$ cat src/rtl/gpu_pkg.sv
// rtl/gpu_pkg.sv - shared stream helpers for the gpu stream blocks
package gpu_pkg;

    typedef struct packed {
        logic valid;
        logic ready;
    } gpu_stream_hs_t;

    // Select-index width for an n-way stream select; never narrower than one bit.
    function automatic int gpu_stream_sel_w(input int n);
        return (n > 1) ? $clog2(n) : 1;
    endfunction

endpackage

$ cat src/rtl/gpu_stream_slot.sv
// rtl/gpu_stream_slot.sv - one-entry registered stream slot with same-cycle refill
module gpu_stream_slot #(
    parameter int DATA_WIDTH = 32
) (
    input  logic                  i_clk,
    input  logic                  i_rst_n,
    input  logic                  i_load,
    input  logic [DATA_WIDTH-1:0] i_data,
    output logic                  o_valid,
    input  logic                  i_ready,
    output logic [DATA_WIDTH-1:0] o_data,
    output logic                  o_space
);

    // A full slot that drains this cycle can accept a new beat on the same edge.
    assign o_space = !o_valid || i_ready;

    always_ff @(posedge i_clk or negedge i_rst_n) begin
        if (!i_rst_n) begin
            o_valid <= 1'b0;
            o_data  <= '0;
        end else if (i_load) begin
            o_valid <= 1'b1;
            o_data  <= i_data;
        end else if (i_ready) begin
            o_valid <= 1'b0;
        end
    end

endmodule

$ cat src/rtl/gpu_stream_demux_n.sv
// rtl/gpu_stream_demux_n.sv - 1:N valid/ready stream demux with broadcast and registered outputs
module gpu_stream_demux_n
    import gpu_pkg::*;
#(
    parameter int NUM_OUTPUTS = 4,
    parameter int DATA_WIDTH  = 32,
    parameter int SEL_W       = gpu_stream_sel_w(NUM_OUTPUTS)
) (
    input  logic                                   i_clk,
    input  logic                                   i_rst_n,
    input  logic                                   i_valid,
    output logic                                   o_ready,
    input  logic [DATA_WIDTH-1:0]                  i_data,
    input  logic [SEL_W-1:0]                       i_dest,
    input  logic                                   i_bcast,
    output logic [NUM_OUTPUTS-1:0]                 o_valid,
    input  logic [NUM_OUTPUTS-1:0]                 i_ready,
    output logic [NUM_OUTPUTS-1:0][DATA_WIDTH-1:0] o_data,
    output logic                                   o_idle
);

    if ((NUM_OUTPUTS < 2) || ((NUM_OUTPUTS & (NUM_OUTPUTS - 1)) != 0)) begin : g_bad_num_outputs
        $fatal(1, "gpu_stream_demux_n: NUM_OUTPUTS must be a power of two >= 2");
    end

    logic [NUM_OUTPUTS-1:0] target;
    logic [NUM_OUTPUTS-1:0] space;
    logic [NUM_OUTPUTS-1:0] load;
    logic                   acc;

    always_comb begin
        target = '0;
        if (i_bcast) begin
            target = '1;
        end else begin
            target[i_dest] = 1'b1;
        end
    end

    // Broadcast waits for every slot at once so a beat is never split across outputs.
    assign o_ready = i_bcast ? &space : space[i_dest];
    assign acc     = i_valid && o_ready;
    assign load    = {NUM_OUTPUTS{acc}} & target;
    assign o_idle  = ~|o_valid;

    for (genvar k = 0; k < NUM_OUTPUTS; k++) begin : g_slot
        gpu_stream_slot #(
            .DATA_WIDTH(DATA_WIDTH)
        ) u_slot (
            .i_clk  (i_clk),
            .i_rst_n(i_rst_n),
            .i_load (load[k]),
            .i_data (i_data),
            .o_valid(o_valid[k]),
            .i_ready(i_ready[k]),
            .o_data (o_data[k]),
            .o_space(space[k])
        );
    end

endmodule

$ cat config.mk
export PLATFORM = sky130hd
export DESIGN_NAME = gpu_stream_demux_n
export DESIGN_NICKNAME = d
export VERILOG_FILES = /design/src/rtl/gpu_pkg.sv /design/src/rtl/gpu_stream_slot.sv /design/src/rtl/gpu_stream_demux_n.sv
export SDC_FILE = /design/constraint.sdc
export NUM_CORES = 1
export LEC_CHECK = 0
export ABC_AREA = 1
export CAP_MARGIN = 20
export CORE_MARGIN = 3
export CORE_UTILIZATION = 52
export CTS_BUF_LIST = sky130_fd_sc_hd__clkbuf_8
export CTS_CLUSTER_SIZE = 40
export DETAILED_ROUTE_END_ITERATION = 8
export PLACE_DENSITY = 0.88
export SKIP_CTS_REPAIR_TIMING = 1
export SLEW_MARGIN = 20
export SYNTH_ARGS = -nofsm -noshare
export SYNTH_HDL_FRONTEND = slang
export SYNTH_SLANG_ARGS = --single-unit
$ cat constraint.sdc
create_clock -name i_clk -period 2.4 [get_ports i_clk]
set_input_delay 0.48 -clock i_clk [delete_from_list [all_inputs] [get_ports i_clk]]
set_output_delay 0.48 -clock i_clk [all_outputs]
set_load 0.05 [all_outputs]
==> results.md, run 1 <==
- Max Cap Viol: 0
- Most instantiated cells after synthesis: nand2_1, dfrtp_1, nand4_1
- Largest net degree at the start of global routing: 66
- Worst Path Max Fanout: 5
- Clk slew on worst S/H paths: 0.07 ns
- Slew Limit Fails: 0
- Clk Latency, worst-skew pair: 0.44 ns
- CP endpoint kind: output port
- Clock H-tree levels: 4
- Die X: roughly 110 µm
- RSZ-0062 raised after global routing: no
- Final setup fails: 0
- Initial antenna violation count: 0
- Die ar.: 12200 µm²
- Worst Setup Path Type: in2out
- CTS Sinks: 132
- CP required: 1.92 ns
- Synth Net Count: 656
- CTS tree: built
- PwrDens: 1280 nW/µm²
- I/O pin cnt: around 180
- CP Launch Type: primary input
- CTS buffer count: 17
- Register area: 3300 µm²
- Seq/Total Area, Yosys: 58.2%
- Cells after synthesis: 614
- Status: complete, no violations
- VDD IR max: 0.759 mV
- Asr flop ratio synth: between 90% and 100%
- 1st-pass router iterations: 5
- Dpl ws: 0.0372 ns
- Total global routing overflow: 0
- Critical path's slowest cell: clkdlybuf4s50_1
- Standard-cell rows: 37
- Worst path bufs/invs: 3
- Tot Pwr: 0.0102 W
- CP peak stage delay: about 0.52 ns
- Layout Skew: 0.00895 ns
- CP cell instances: clkdlybuf4s50_1 -> inv_2 -> nand2_2 -> nand2_4 -> nand2_1 -> nand2_2 -> nor2_4 -> buf_12
- Final Hold Fails: 0
- Starting Density: 54.3%
- Max_slew headroom: 59.8%
- Hold WC Path Type: in2async
- CTS Root Cell: clkbuf_8
- Worst setup startpoint: i_dest[1]
- Area grow syn2layout: 40.5%
- Share of the synthesized area in the top cell type: 58.2%
- DR vias: 5419
- Post-synth EDFFs: 0
- Global placement routability congestion: between 0.8 and 0.9
- Levels on crit path: 8
- Per-cell routed wire length: 19.2 µm
- Ys flop type: dfrtp_1
- Area of the multi-input gates: 2020 µm²
- Synth Area in Compound Gates: 0.419%
- Vias/cell: 5.85
- DR iter-0 viols: between 400 and 500
- CP top delay family: buffers and inverters
- Pleak: ~3.9 nW
- Warnings from Yosys: 0
- Filler cells: 699
- Yosys reg bits: 132
- Core footprint: 10500 µm²
- DP Area: around 7600 µm²
- GRT Total Usage: between 30% and 40%
- Critical Path Most Common Cell: nand2_2
- Final period utilization: 93.2%
- Die Ht: about 110 µm
- Cell type with the highest aggregate area in the netlist: dfrtp_1
- CP arrival: roughly 1.8 ns
- Mean Syn Cell Area: 9.25 µm²
- Fin nets: 820
- Vias in the first global route: 5609
- Count leader, synth: nand2_1
- Post-Synth XOR/XNOR Area: 0%
- Ant. Diodes: 0
- Critical path destination: o_ready
- FF-to-FF End: g_slot[0].u_slot.o_data[12]$_DFFE_PN0P_
- Min cycle time layout: 2.24 ns
- Largest family of logic cells by synthesized area: simple AND/OR/NAND/NOR gates
- Detail Route Antenna Nets: 0
- Reg2Reg Setup Slack: 0.70 ns
- Ranking of synthesized cells by area: dfrtp_1, nand2_1, nand4_1, buf_6, nand4_4
- Mapped Area: between 5000 and 6000 µm²
- DP HPWL: ~12000 µm
- Final setup margin: 0.162 ns
- Global-route wire length before repair: 29600 µm
- DRC viols: 0
- Synth Area in Adders: 0%
- Share of layout cells above drive strength 1: about a tenth
- Worst-margin pin slew: 0.604 ns
- Worst Reg-to-Reg Cells: 8
- Finished Cell Area: 7980 µm²
- Post-synthesis cell type count: 21
- Port Buffers: 175
- Reg-to-Reg Start: g_slot[3].u_slot.o_valid$_DFFE_PN0P_
- WL final: 17800 µm
- Clk buf depth: 2
- Simple-Gate Fraction of Synth Area: 34.7%
- Mux cell area share after synthesis: 0%
- FMAX: 0.447 GHz
## cells by family (layout without fill, tap and decap cells)
| group | Yosys count | count (layout) |
|---|---|---|
| flip-flops | 132 | 132 |
| AO/OA/AOI/OAI | 4 | 4 |
| buffers and inverters | 66 | 242 |
| AND/OR/NAND/NOR | 412 | 412 |
## layout make-up
cell class / instances / area share, %
sequential: 132 / 41.4
timing repair buffer: 202 / 25.4
multi-input combinational: 416 / 25.3
clock buffer: 21 / 3.62
tap: 136 / 2.13
clock inverter: 10 / 1.63
inverter: 9 / 0.455
## sequential cells by signal, summed over array words and instances (netlist names)
name,count
g_slot.u_slot.o_data,128
g_slot.u_slot.o_valid,4
## layer usage
| layer | wire length (µm) | vias to the layer above | global-route usage, % |
|---|---|---|---|
| li1 | - | 2404 | - |
| met1 | 6430 | 2621 | 36.0 |
| met2 | 9130 | 343 | 51.2 |
| met3 | 1600 | 51 | 8.05 |
| met4 | 595 | 0 | 13.5 |
| met5 | 0 | - | 0 |
## how the worst min path moves through the flow
stage          slack [ns]                                     end  cells past startpoint                                   start
3_3_place_gp         0.45  g_slot[2].u_slot.o_data[3]$_DFFE_PN0P_                      2  g_slot[2].u_slot.o_data[3]$_DFFE_PN0P_
2_1_floorplan        0.18  g_slot[0].u_slot.o_data[0]$_DFFE_PN0P_                      0                                 i_rst_n
4_1_cts              0.03  g_slot[0].u_slot.o_data[2]$_DFFE_PN0P_                      1                                 i_rst_n
3_5_place_dp         0.46  g_slot[0].u_slot.o_data[2]$_DFFE_PN0P_                      2  g_slot[0].u_slot.o_data[2]$_DFFE_PN0P_
5_1_grt              0.07    g_slot[3].u_slot.o_valid$_DFFE_PN0P_                      1                                 i_rst_n
6_report             0.02  g_slot[1].u_slot.o_data[2]$_DFFE_PN0P_                      1                                 i_rst_n
## power breakdown
| part | total (W) | leakage (nW) | switching [W] | internal, W |
|---|---|---|---|---|
| combinational | 0.00493 | 2.06 | 0.00342 | 0.00151 |
| sequential | 0.00329 | 1.64 | 0.000436 | 0.00286 |
| clock | 0.00195 | 0.219 | 0.000828 | 0.00112 |
## per-stage QoR
stage,setup TNS (ns),hold slack [ns],instances,util (%)
finish,0,0.0228,926,76.3
global route,0,0.0663,926,76.3
CTS,-0.177,0.0260,926,76.2
detailed placement,0,0.457,895,72.2
global placement,0,0.453,895,72.2
floorplan,0,0.184,614,-
## worst register-to-register path, stage by stage, from the launching register on
cell and delay (ns):
dfrtp_1 0.44, nand2_1 0.12, nand2_1 0.07, nand2_1 0.09
nand3_1 0.11, nor2_4 0.19, buf_4 0.35, nand4_1 0.18
nand2_1 0.11
## cell usage in the layout, fill, tap and decap left out, types with 6 or more instances in the layout
cell type        instances
clkbuf_8                21
buf_12                   6
nand2_1                267
nand4_1                129
clkdlybuf4s50_1        170
dfrtp_1                132
inv_1                    7
buf_4                   23
No activity file was read; power rests on OpenSTA's default activity.
==> run 2: changes to the inputs <==
--- a/config.mk
+++ b/config.mk
@@ -7,6 +7,7 @@
 export LEC_CHECK = 0
 export ABC_AREA = 1
 export CAP_MARGIN = 20
+export CORE_ASPECT_RATIO = 0.7
 export CORE_MARGIN = 3
 export CORE_UTILIZATION = 52
 export CTS_BUF_LIST = sky130_fd_sc_hd__clkbuf_8
==> results.md, run 2 (same netlist as run 1, synthesis figures left out) <==
- Status: complete, no violations
- DRC viols: 0 (unchanged)
- Global placement routability congestion: 0.852 (+3.8%)
- Slew Limit Fails: 0 (unchanged)
- Layout Skew: 0.0102 ns (+0.00120 ns)
- Die Ht: 93.4 µm (-15%)
- RSZ-0062 raised after global routing: no
- WHS: 0.134 ns (+0.111 ns)
- Worst-margin pin slew: 0.725 ns (+0.121 ns)
- Area grow syn2layout: 40.4% (about the same)
- Detail Route Antenna Nets: 0 (unchanged)
- Max_slew headroom: 51.7% (-8.1 points)
- Share of layout cells above drive strength 1: 8.94% (-0.68 points)
- VDD IR max: 0.989 mV (+30%)
- 1st-pass router iterations: 5 (unchanged)
- CTS tree: built
- DP Area: 7540 µm² (-0.22%)
- Top reg by flops: g_slot.u_slot.o_data
- Most common cell after layout, fill and taps aside: nand2_1
- CP Launch Type: primary input
- Clk slew on worst S/H paths: 0.07 ns (about the same)
- Die X: 131 µm (+18%)
- Finished Cell Area: 7980 µm² (about the same)
- Clock H-tree levels: 4 (unchanged)
- Hold WC Path Type: in2async
- PwrDens: 1280 nW/µm² (+0.57%)
- Port Buffers: 175 (unchanged)
- Largest regs: g_slot.u_slot.o_data x128, g_slot.u_slot.o_valid x4
- Ant. Diodes: 0 (unchanged)
- Final period utilization: 93.0% (-0.24 points)
- Total global routing overflow: 0 (unchanged)
- Clk buf depth: 2 (unchanged)
- CTS Root Cell: clkbuf_8
- CP required: 1.92 ns (about the same)
- Critical Path Most Common Cell: nand2_2
- Final Hold Fails: 0 (unchanged)
- Worst Path Max Fanout: 4 (-1)
- Core footprint: 10500 µm² (+0.47%)
- GRT Total Usage: 29.0% (-1.1 points)
- Min cycle time layout: 2.23 ns (-0.00573 ns)
- Worst Setup Path Type: in2out
- CP arrival: 1.75 ns (about the same)
- CTS buffer count: 17 (unchanged)
- Starting Density: 54.0% (-0.25 points)
- DP HPWL: 10900 µm (-11%)
- Vias/cell: 5.78 (-1.2%)
- Standard-cell rows: 31 (-16%)
- Final setup fails: 0 (unchanged)
- Largest net degree at the start of global routing: 133 (+100%)
- TNS Setup: 0 ns (unchanged)
- Fin nets: 813 (-0.85%)
- Per-cell routed wire length: 18.5 µm (-3.5%)
- CP endpoint kind: output port
- FMAX: 0.448 GHz (+0.26%)
- Pleak: 3.89 nW (-0.60%)
- DR vias: 5385 (-0.63%)
- CP cell instances: clkdlybuf4s50_1 -> inv_2 -> nand2_2 -> nand2_4 -> nand2_1 -> nand2_2 -> nor2_4 -> buf_12
- Die ar.: 12200 µm² (+0.17%)
- WL final: 17200 µm (-3.0%)
- CTS Sinks: 132 (unchanged)
- DR iter-0 viols: 411 (-11%)
- Global-route wire length before repair: 27300 µm (-7.9%)
- Clk Latency, worst-skew pair: 0.44 ns (about the same)
- Initial antenna violation count: 0 (unchanged)
- Critical path's slowest cell: clkdlybuf4s50_1
- Vias in the first global route: 5313 (-5.3%)
- Max Cap Viol: 0 (unchanged)
- Filler cells: 718 (+2.7%)
- CP peak stage delay: 0.49 ns (-0.03 ns)
- Largest register FFs: 128 (unchanged)
- I/O pin cnt: 176 (unchanged)
- Most frequent cells in the layout: nand2_1, clkdlybuf4s50_1, dfrtp_1
## run 2: changes by cell type in the layout (fill, tap and decap cells not counted)
cell,change
clkbuf_8,-3
bufinv_16,+1
clkinv_4,+2
inv_6,+1
inv_1,-1
buf_12,+2
buf_6,-1
buf_4,-8
## run 2: power breakdown
part / switching (W) / internal [W]
registers: 0.000431 / 0.00286
logic: 0.00341 / 0.00149
clock network: 0.000885 / 0.00115
## run 2: area by class of cell
cell class / instances / area, µm² / area share [%]
Inverter: 9 / 36.3 / 0.455
Multi-Input combinational cell: 416 / 2020 / 25.3
Sequential cell: 132 / 3300 / 41.4
Timing Repair Buffer: 195 / 2000 / 25.1
Clock inverter: 13 / 183 / 2.29
Tap cell: 148 / 185 / 2.32
Clock buffer: 18 / 248 / 3.11
## run 2: through the flow
| stage | utilization [%] | power [W] | std cells | worst slack [ns] |
|---|---|---|---|---|
| 3_3_place_gp | 71.7 | 0.00808 | 900 | 0.0653 |
| 3_5_place_dp | 71.7 | 0.00818 | 900 | 0.00540 |
| 2_1_floorplan | - | 0.00642 | 614 | 0.542 |
| 6_report | 75.9 | 0.0102 | 931 | 0.168 |
| 5_1_grt | 75.9 | 0.0107 | 931 | 0.0694 |
| 4_1_cts | 75.8 | 0.0102 | 931 | -0.0799 |
## run 2: metal layers
metal | part of all wire, % | vias to the layer above | wire (µm) | GRT usage, %
li1 | - | 2403 | - | -
met1 | 40 | 2629 | 6830 | 38.7
met2 | 47 | 320 | 8130 | 45.0
met3 | 11 | 33 | 1980 | 10.3
met4 | 1.7 | 0 | 285 | 8.48
met5 | 0 | - | 0 | 0
## run 2: worst max-delay path: cells and delay by family
| kind | cells | cell delay [ns] |
|---|---|---|
| buffers and inverters | 3 | 0.74 |
| AND/OR/NAND/NOR | 5 | 0.53 |
## run 2: final timing paths
kind / depth (start not counted) / startpoint / end / slack [ns]
max: 8 / i_dest[1] / o_ready / 0.17
min: 2 / i_rst_n / g_slot[0].u_slot.o_data[1]$_DFFE_PN0P_ / 0.13
max reg2reg: 8 / g_slot[3].u_slot.o_valid$_DFFE_PN0P_ / g_slot[2].u_slot.o_data[17]$_DFFE_PN0P_ / 0.61
min reg2reg: 2 / g_slot[0].u_slot.o_data[13]$_DFFE_PN0P_ / g_slot[0].u_slot.o_data[13]$_DFFE_PN0P_ / 0.47
max in group asynchronous: 2 / i_rst_n / g_slot[3].u_slot.o_data[7]$_DFFE_PN0P_ / 1.69
min in group i_clk: 2 / g_slot[0].u_slot.o_data[13]$_DFFE_PN0P_ / g_slot[0].u_slot.o_data[13]$_DFFE_PN0P_ / 0.47
